===== config.mk =====
export PLATFORM = sky130hd
export DESIGN_NAME = user_tlp_req_ctrl
export DESIGN_NICKNAME = d
export VERILOG_FILES = /design/src/rtl/user_tlp_req_ctrl.sv
export SDC_FILE = /design/constraint.sdc
export NUM_CORES = 1
export LEC_CHECK = 0
export BUFFER_PORTS_ARGS = -buffer_cell sky130_fd_sc_hd__buf_2
export CORE_MARGIN = 1
export CORE_UTILIZATION = 60
export CTS_BUF_LIST = sky130_fd_sc_hd__clkbuf_4 sky130_fd_sc_hd__clkbuf_8
export DETAILED_ROUTE_END_ITERATION = 10
export PLACE_DENSITY = 0.9
export SLEW_MARGIN = 20
export SYNTH_ARGS = -nofsm -noshare
export SYNTH_HDL_FRONTEND = slang
export SYNTH_SLANG_ARGS = --single-unit
export TNS_END_PERCENT = 10

===== constraint.sdc =====
create_clock -name user_clk -period 6.8 [get_ports user_clk]
set_input_delay 1.36 -clock user_clk [delete_from_list [all_inputs] [get_ports user_clk]]
set_output_delay 1.36 -clock user_clk [all_outputs]
set_load 0.005 [all_outputs]

===== src/rtl/user_tlp_req_ctrl.sv =====
// Request front end for a PCIe TLP encoder: queues user requests, allocates
// read tags, issues one TLP at a time and tracks read completions.
module user_tlp_req_ctrl #(
  parameter int unsigned FIFO_DEPTH = 4,
  parameter int unsigned NUM_TAGS   = 32
) (
  input  logic         user_clk,
  input  logic         reset_n,
  input  logic         req_valid,
  output logic         req_ready,
  input  logic [2:0]   req_type,
  input  logic [63:0]  req_addr,
  input  logic [127:0] req_data,
  input  logic [10:0]  req_length,
  output logic [2:0]   tx_type,
  output logic [7:0]   tx_tag,
  output logic [63:0]  tx_addr,
  output logic [127:0] tx_data,
  output logic [10:0]  tx_length,
  output logic         tx_start,
  input  logic         tx_done,
  input  logic         cpl_valid,
  input  logic [7:0]   cpl_tag,
  output logic [8:0]   rd_outstanding,
  output logic         err_unsup,
  output logic         err_spur_cpl
);

  localparam int unsigned AW = $clog2(FIFO_DEPTH);

  typedef struct packed {
    logic [2:0]   typ;
    logic [63:0]  addr;
    logic [127:0] data;
    logic [10:0]  len;
  } req_t;

  typedef enum logic [1:0] {
    IDLE,
    ISSUE,
    WAIT
  } state_e;

  state_e                state_q, state_d;
  logic [AW-1:0]         wr_ptr_q, wr_ptr_d;
  logic [AW-1:0]         rd_ptr_q, rd_ptr_d;
  logic [AW:0]           count_q, count_d;
  logic [NUM_TAGS-1:0]   tag_busy_q, tag_busy_d;
  logic [8:0]            rd_cnt_q, rd_cnt_d;
  logic [2:0]            tx_type_q, tx_type_d;
  logic [7:0]            tx_tag_q, tx_tag_d;
  logic [63:0]           tx_addr_q, tx_addr_d;
  logic [127:0]          tx_data_q, tx_data_d;
  logic [10:0]           tx_length_q, tx_length_d;
  logic                  tx_start_q, tx_start_d;
  logic                  err_unsup_q, err_unsup_d;
  logic                  err_spur_q, err_spur_d;

  req_t                  mem_q [FIFO_DEPTH];
  req_t                  req_in;
  req_t                  head;
  logic                  full, empty, push, pop;
  logic                  head_rd, head_wr;
  logic                  free_found;
  logic [7:0]            free_idx;
  logic                  alloc;
  logic                  rel_hit;
  logic [NUM_TAGS-1:0]   rel_vec, alloc_vec;

  assign req_in    = '{typ: req_type, addr: req_addr, data: req_data, len: req_length};
  assign full      = (count_q == (AW+1)'(FIFO_DEPTH));
  assign empty     = (count_q == '0);
  assign req_ready = ~full;
  assign push      = req_valid & ~full;
  assign head      = mem_q[rd_ptr_q];
  assign head_rd   = ~head.typ[2] & ~head.typ[0];
  assign head_wr   = ~head.typ[2] &  head.typ[0];

  always_ff @(posedge user_clk) begin
    if (push) begin
      mem_q[wr_ptr_q] <= req_in;
    end
  end

  // Scan downwards so the last hit, i.e. the lowest free index, wins.
  always_comb begin
    free_found = 1'b0;
    free_idx   = '0;
    for (int unsigned i = NUM_TAGS; i > 0; i--) begin
      if (!tag_busy_q[i-1]) begin
        free_found = 1'b1;
        free_idx   = 8'(i - 1);
      end
    end
  end

  always_comb begin
    rel_hit = 1'b0;
    rel_vec = '0;
    for (int unsigned i = 0; i < NUM_TAGS; i++) begin
      if (cpl_valid && (cpl_tag == 8'(i)) && tag_busy_q[i]) begin
        rel_hit    = 1'b1;
        rel_vec[i] = 1'b1;
      end
    end
  end

  always_comb begin
    state_d     = state_q;
    tx_type_d   = tx_type_q;
    tx_tag_d    = tx_tag_q;
    tx_addr_d   = tx_addr_q;
    tx_data_d   = tx_data_q;
    tx_length_d = tx_length_q;
    tx_start_d  = 1'b0;
    err_unsup_d = 1'b0;
    pop         = 1'b0;
    alloc       = 1'b0;
    unique case (state_q)
      IDLE: begin
        if (!empty) begin
          if (head_wr || (head_rd && free_found)) begin
            tx_type_d   = head.typ;
            tx_addr_d   = head.addr;
            tx_data_d   = head.data;
            tx_length_d = head.len;
            tx_tag_d    = head_rd ? free_idx : 8'h00;
            alloc       = head_rd;
            pop         = 1'b1;
            tx_start_d  = 1'b1;
            state_d     = ISSUE;
          end else if (!head_rd) begin
            pop         = 1'b1;
            err_unsup_d = 1'b1;
          end
        end
      end
      ISSUE: state_d = WAIT;
      WAIT: begin
        if (tx_done) begin
          state_d = IDLE;
        end
      end
      default: state_d = IDLE;
    endcase
  end

  always_comb begin
    wr_ptr_d = push ? wr_ptr_q + AW'(1) : wr_ptr_q;
    rd_ptr_d = pop  ? rd_ptr_q + AW'(1) : rd_ptr_q;
    unique case ({push, pop})
      2'b10:   count_d = count_q + (AW+1)'(1);
      2'b01:   count_d = count_q - (AW+1)'(1);
      default: count_d = count_q;
    endcase
    alloc_vec = '0;
    for (int unsigned i = 0; i < NUM_TAGS; i++) begin
      alloc_vec[i] = alloc && (free_idx == 8'(i));
    end
    // A released tag is busy, so it can never be the one allocated this cycle.
    tag_busy_d = (tag_busy_q | alloc_vec) & ~rel_vec;
    unique case ({alloc, rel_hit})
      2'b10:   rd_cnt_d = rd_cnt_q + 9'd1;
      2'b01:   rd_cnt_d = rd_cnt_q - 9'd1;
      default: rd_cnt_d = rd_cnt_q;
    endcase
    err_spur_d = cpl_valid & ~rel_hit;
  end

  always_ff @(posedge user_clk or negedge reset_n) begin
    if (!reset_n) begin
      state_q     <= IDLE;
      wr_ptr_q    <= '0;
      rd_ptr_q    <= '0;
      count_q     <= '0;
      tag_busy_q  <= '0;
      rd_cnt_q    <= '0;
      tx_type_q   <= '0;
      tx_tag_q    <= '0;
      tx_addr_q   <= '0;
      tx_data_q   <= '0;
      tx_length_q <= '0;
      tx_start_q  <= 1'b0;
      err_unsup_q <= 1'b0;
      err_spur_q  <= 1'b0;
    end else begin
      state_q     <= state_d;
      wr_ptr_q    <= wr_ptr_d;
      rd_ptr_q    <= rd_ptr_d;
      count_q     <= count_d;
      tag_busy_q  <= tag_busy_d;
      rd_cnt_q    <= rd_cnt_d;
      tx_type_q   <= tx_type_d;
      tx_tag_q    <= tx_tag_d;
      tx_addr_q   <= tx_addr_d;
      tx_data_q   <= tx_data_d;
      tx_length_q <= tx_length_d;
      tx_start_q  <= tx_start_d;
      err_unsup_q <= err_unsup_d;
      err_spur_q  <= err_spur_d;
    end
  end

  assign tx_type        = tx_type_q;
  assign tx_tag         = tx_tag_q;
  assign tx_addr        = tx_addr_q;
  assign tx_data        = tx_data_q;
  assign tx_length      = tx_length_q;
  assign tx_start       = tx_start_q;
  assign rd_outstanding = rd_cnt_q;
  assign err_unsup      = err_unsup_q;
  assign err_spur_cpl   = err_spur_q;

endmodule


==> run summary <==
Ys Warns = 0
die area = 0.0694 sq mm
First-pass DRT Iterations = 6
Final nets = 2,713
crit start category = register
share of layout cells above drive strength 1 = 0.447
initial antenna violation count = 35
asr flop ratio synth = 0.243
row count = 95
dpl hpwl = 56,300 um
Clk Latency, worst-skew pair = 830 ps
post-synth top area cell = edfxtp_1
total core area = 0.0674 sq mm
Design Area, Final = 0.0477 sq mm
clock root buffer = clkbuf_8
outcome = completed
Slew @ Worst Pin = 1170 ps
Hold Vio Cnt, Final = 0
DRT iter0 DRCs = 1,906
Avg Vias per Cell = 6.09
leak pwr = 17.4 nW
critical path class = register to register
crit path DAT = 5820 ps
Crit. Startpoint = rd_ptr_q[0]$_DFFE_PN0P_
DIE HEIGHT = 263 um
Max IR drop VDD = 449 uV
clk slew on worst S/H paths = 60 ps
Post-DRT Antenna Nets = 0
power per cell area = 458 mW/mm^2
Layout fillers = 3,806
Final Util = 0.707
RSZ-0062 raised after global routing = false
Top FF cell, synth = edfxtp_1
Crit Path Max Fanout = 27
vias in the first global route = 22.8k
GPL Wtd Cong = 0.868
top cells by area, synth = edfxtp_1, dfrtp_1, mux4_2
CP endpoint kind = register
area of the multi-input gates = 0.00920 sq mm
top cells by instance count after synthesis = edfxtp_1, dfrtp_1, mux2_2, mux4_2, clkbuf_1
mapped cell area = 0.0410 sq mm
post-cts gate resize count = 0
Clock Sinks = 1,088
drt total wl = 94,000 um
Slew headroom = 0.218
PortBufs = 442
clock skew = 42.5 ps
Avg Inst Size Synth = 21.2 sq um
first-pass GRT wire length = 141,000 um
setup_tns = 0 ps
DR vias = 21.4k
period utilization = 0.751
synth-to-layout area growth = 16.2%
TritonCTS buffer count = 162
post-CTS setup buffers = 0
starting density of the core = 0.609
die width = 263 um
DRC = 0
All-Layer GR Usage = 0.274
H-tree depth = 4
count leader, synth = edfxtp_1
Syn Inst Count = 1,937
# Max-Cap Violations = 0
R2R Path Start = rd_ptr_q[0]$_DFFE_PN0P_
register area = 0.0314 sq mm
hold buffers post-CTS = 0
clock buffer depth = 3
# IOs = 446
sequential fraction of the synthesis area = 0.764
gr ovfl total = 0
DP Area = 0.0442 sq mm
setup violators final = 0
Synth top area share = 0.603
number of flops mapped to enable cells by yosys = 824
HP Start = tx_type[2]$_DFFE_PN0P_
Final Critical Period = 5110 ps
final count of pins violating max slew = 0
wire per inst = 26.7 um
CP required = 7520 ps
Hold Crit Class = register to register
synthesis-stage register bit count = 1,088
CTS tree = yes
largest net degree at the start of global routing = 143
distinct cell type count after synthesis = 70
Max Fclk = 196 MHz
-- final timing paths --
kind | to | slack, ps | cells past startpoint
worst max-delay path | rd_outstanding[8]$_DFFE_PN0P_ | 1690 | 10
min in group asynchronous | tx_data[30]$_DFFE_PN0P_ | 510 | 1
worst max register to register | rd_outstanding[8]$_DFFE_PN0P_ | 1690 | 10
worst min register to register | tx_type[2]$_DFFE_PN0P_ | 490 | 1
worst min-delay path | tx_type[2]$_DFFE_PN0P_ | 490 | 1
max in group asynchronous | tx_data[119]$_DFFE_PN0P_ | 4890 | 2
-- power by group --
group          internal, mW  leakage, nW  switching [mW]
clock                  2.93         1.82            2.54
combinational          3.19         5.04            3.34
sequential             9.04         10.6           0.813
-- layout by cell type, fill, tap and decap left out, types with 12 or more instances in the layout --
| cell type | count |
|---|---|
| nor2_1 | 16 |
| clkinv_1 | 30 |
| nand2_1 | 35 |
| nand4_1 | 17 |
| buf_4 | 15 |
| a21oi_1 | 12 |
| dfrtp_1 | 262 |
| clkinv_2 | 20 |
| clkbuf_4 | 51 |
| diode_2 | 22 |
| ha_1 | 13 |
| buf_2 | 441 |
| mux4_2 | 206 |
| mux2_2 | 210 |
| inv_1 | 22 |
| clkbuf_8 | 188 |
| o21ai_0 | 46 |
| o31ai_1 | 22 |
| edfxtp_1 | 824 |
-- per-layer routing --
layer  up-vias  GRT usage  share of wire
met4        30      0.126          0.039
met2       990      0.440           0.50
met3       254     0.0814          0.084
met5         -          0         0.0018
met1     11106      0.347           0.37
li1       9037          -              -
-- logic make-up after synthesis --
group,count (synthesis),synth area share
compound gates,143,0.0238
xor+xnor,10,0.00213
fa+ha+maj,15,0.00494
buf+inv,110,0.0124
flops,1088,0.764
mux,423,0.172
other cells,1,0.0000914
simple gates,147,0.0200
-- stage by stage --
| stage | setup slack (ps) | cells | hold slack, ps | power [mW] |
|---|---|---|---|---|
| 6_report | 1690 | 3515 | 490 | 21.9 |
| 3_5_place_dp | 1390 | 3188 | 484 | 16.4 |
| 3_3_place_gp | 1480 | 3188 | 465 | 16.1 |
| 5_1_grt | 1420 | 3511 | 515 | 22.8 |
| 2_1_floorplan | 114 | 1939 | 451 | 14.3 |
| 4_1_cts | 1780 | 3493 | 469 | 22.0 |
-- layout make-up --
type                       instances  area share
clock buffer                     239      0.0623
antenna                           22     0.00115
sequential                      1088       0.658
tap                              873      0.0229
inverter                          22     0.00173
multi-input combinational        741       0.193
clock inverter                    66     0.00947
timing repair buffer             464      0.0517
-- sequential cells by signal (all words and copies together) (netlist names) --
name	cells
tx_length	11
mem_q	824
err_spur_cpl	1
tx_addr	64
wr_ptr_q	2
count_q	3
rd_ptr_q	2
tx_start	1
tx_data	128
tx_type	3
state_q	2
tx_tag	5
tag_busy_q	32
err_unsup	1
rd_outstanding	9
-- worst max-delay path: stages, from the launching register on --
cell	delay [ps]
dfrtp_4	770
mux4_2	630
nor3_1	580
o21ai_0	520
ha_1	530
fa_1	510
a211oi_1	370
o21bai_1	190
a2111o_1	460
a2111o_1	370
o211ai_1	80
Note: power is estimated with default switching activity, not from simulation.
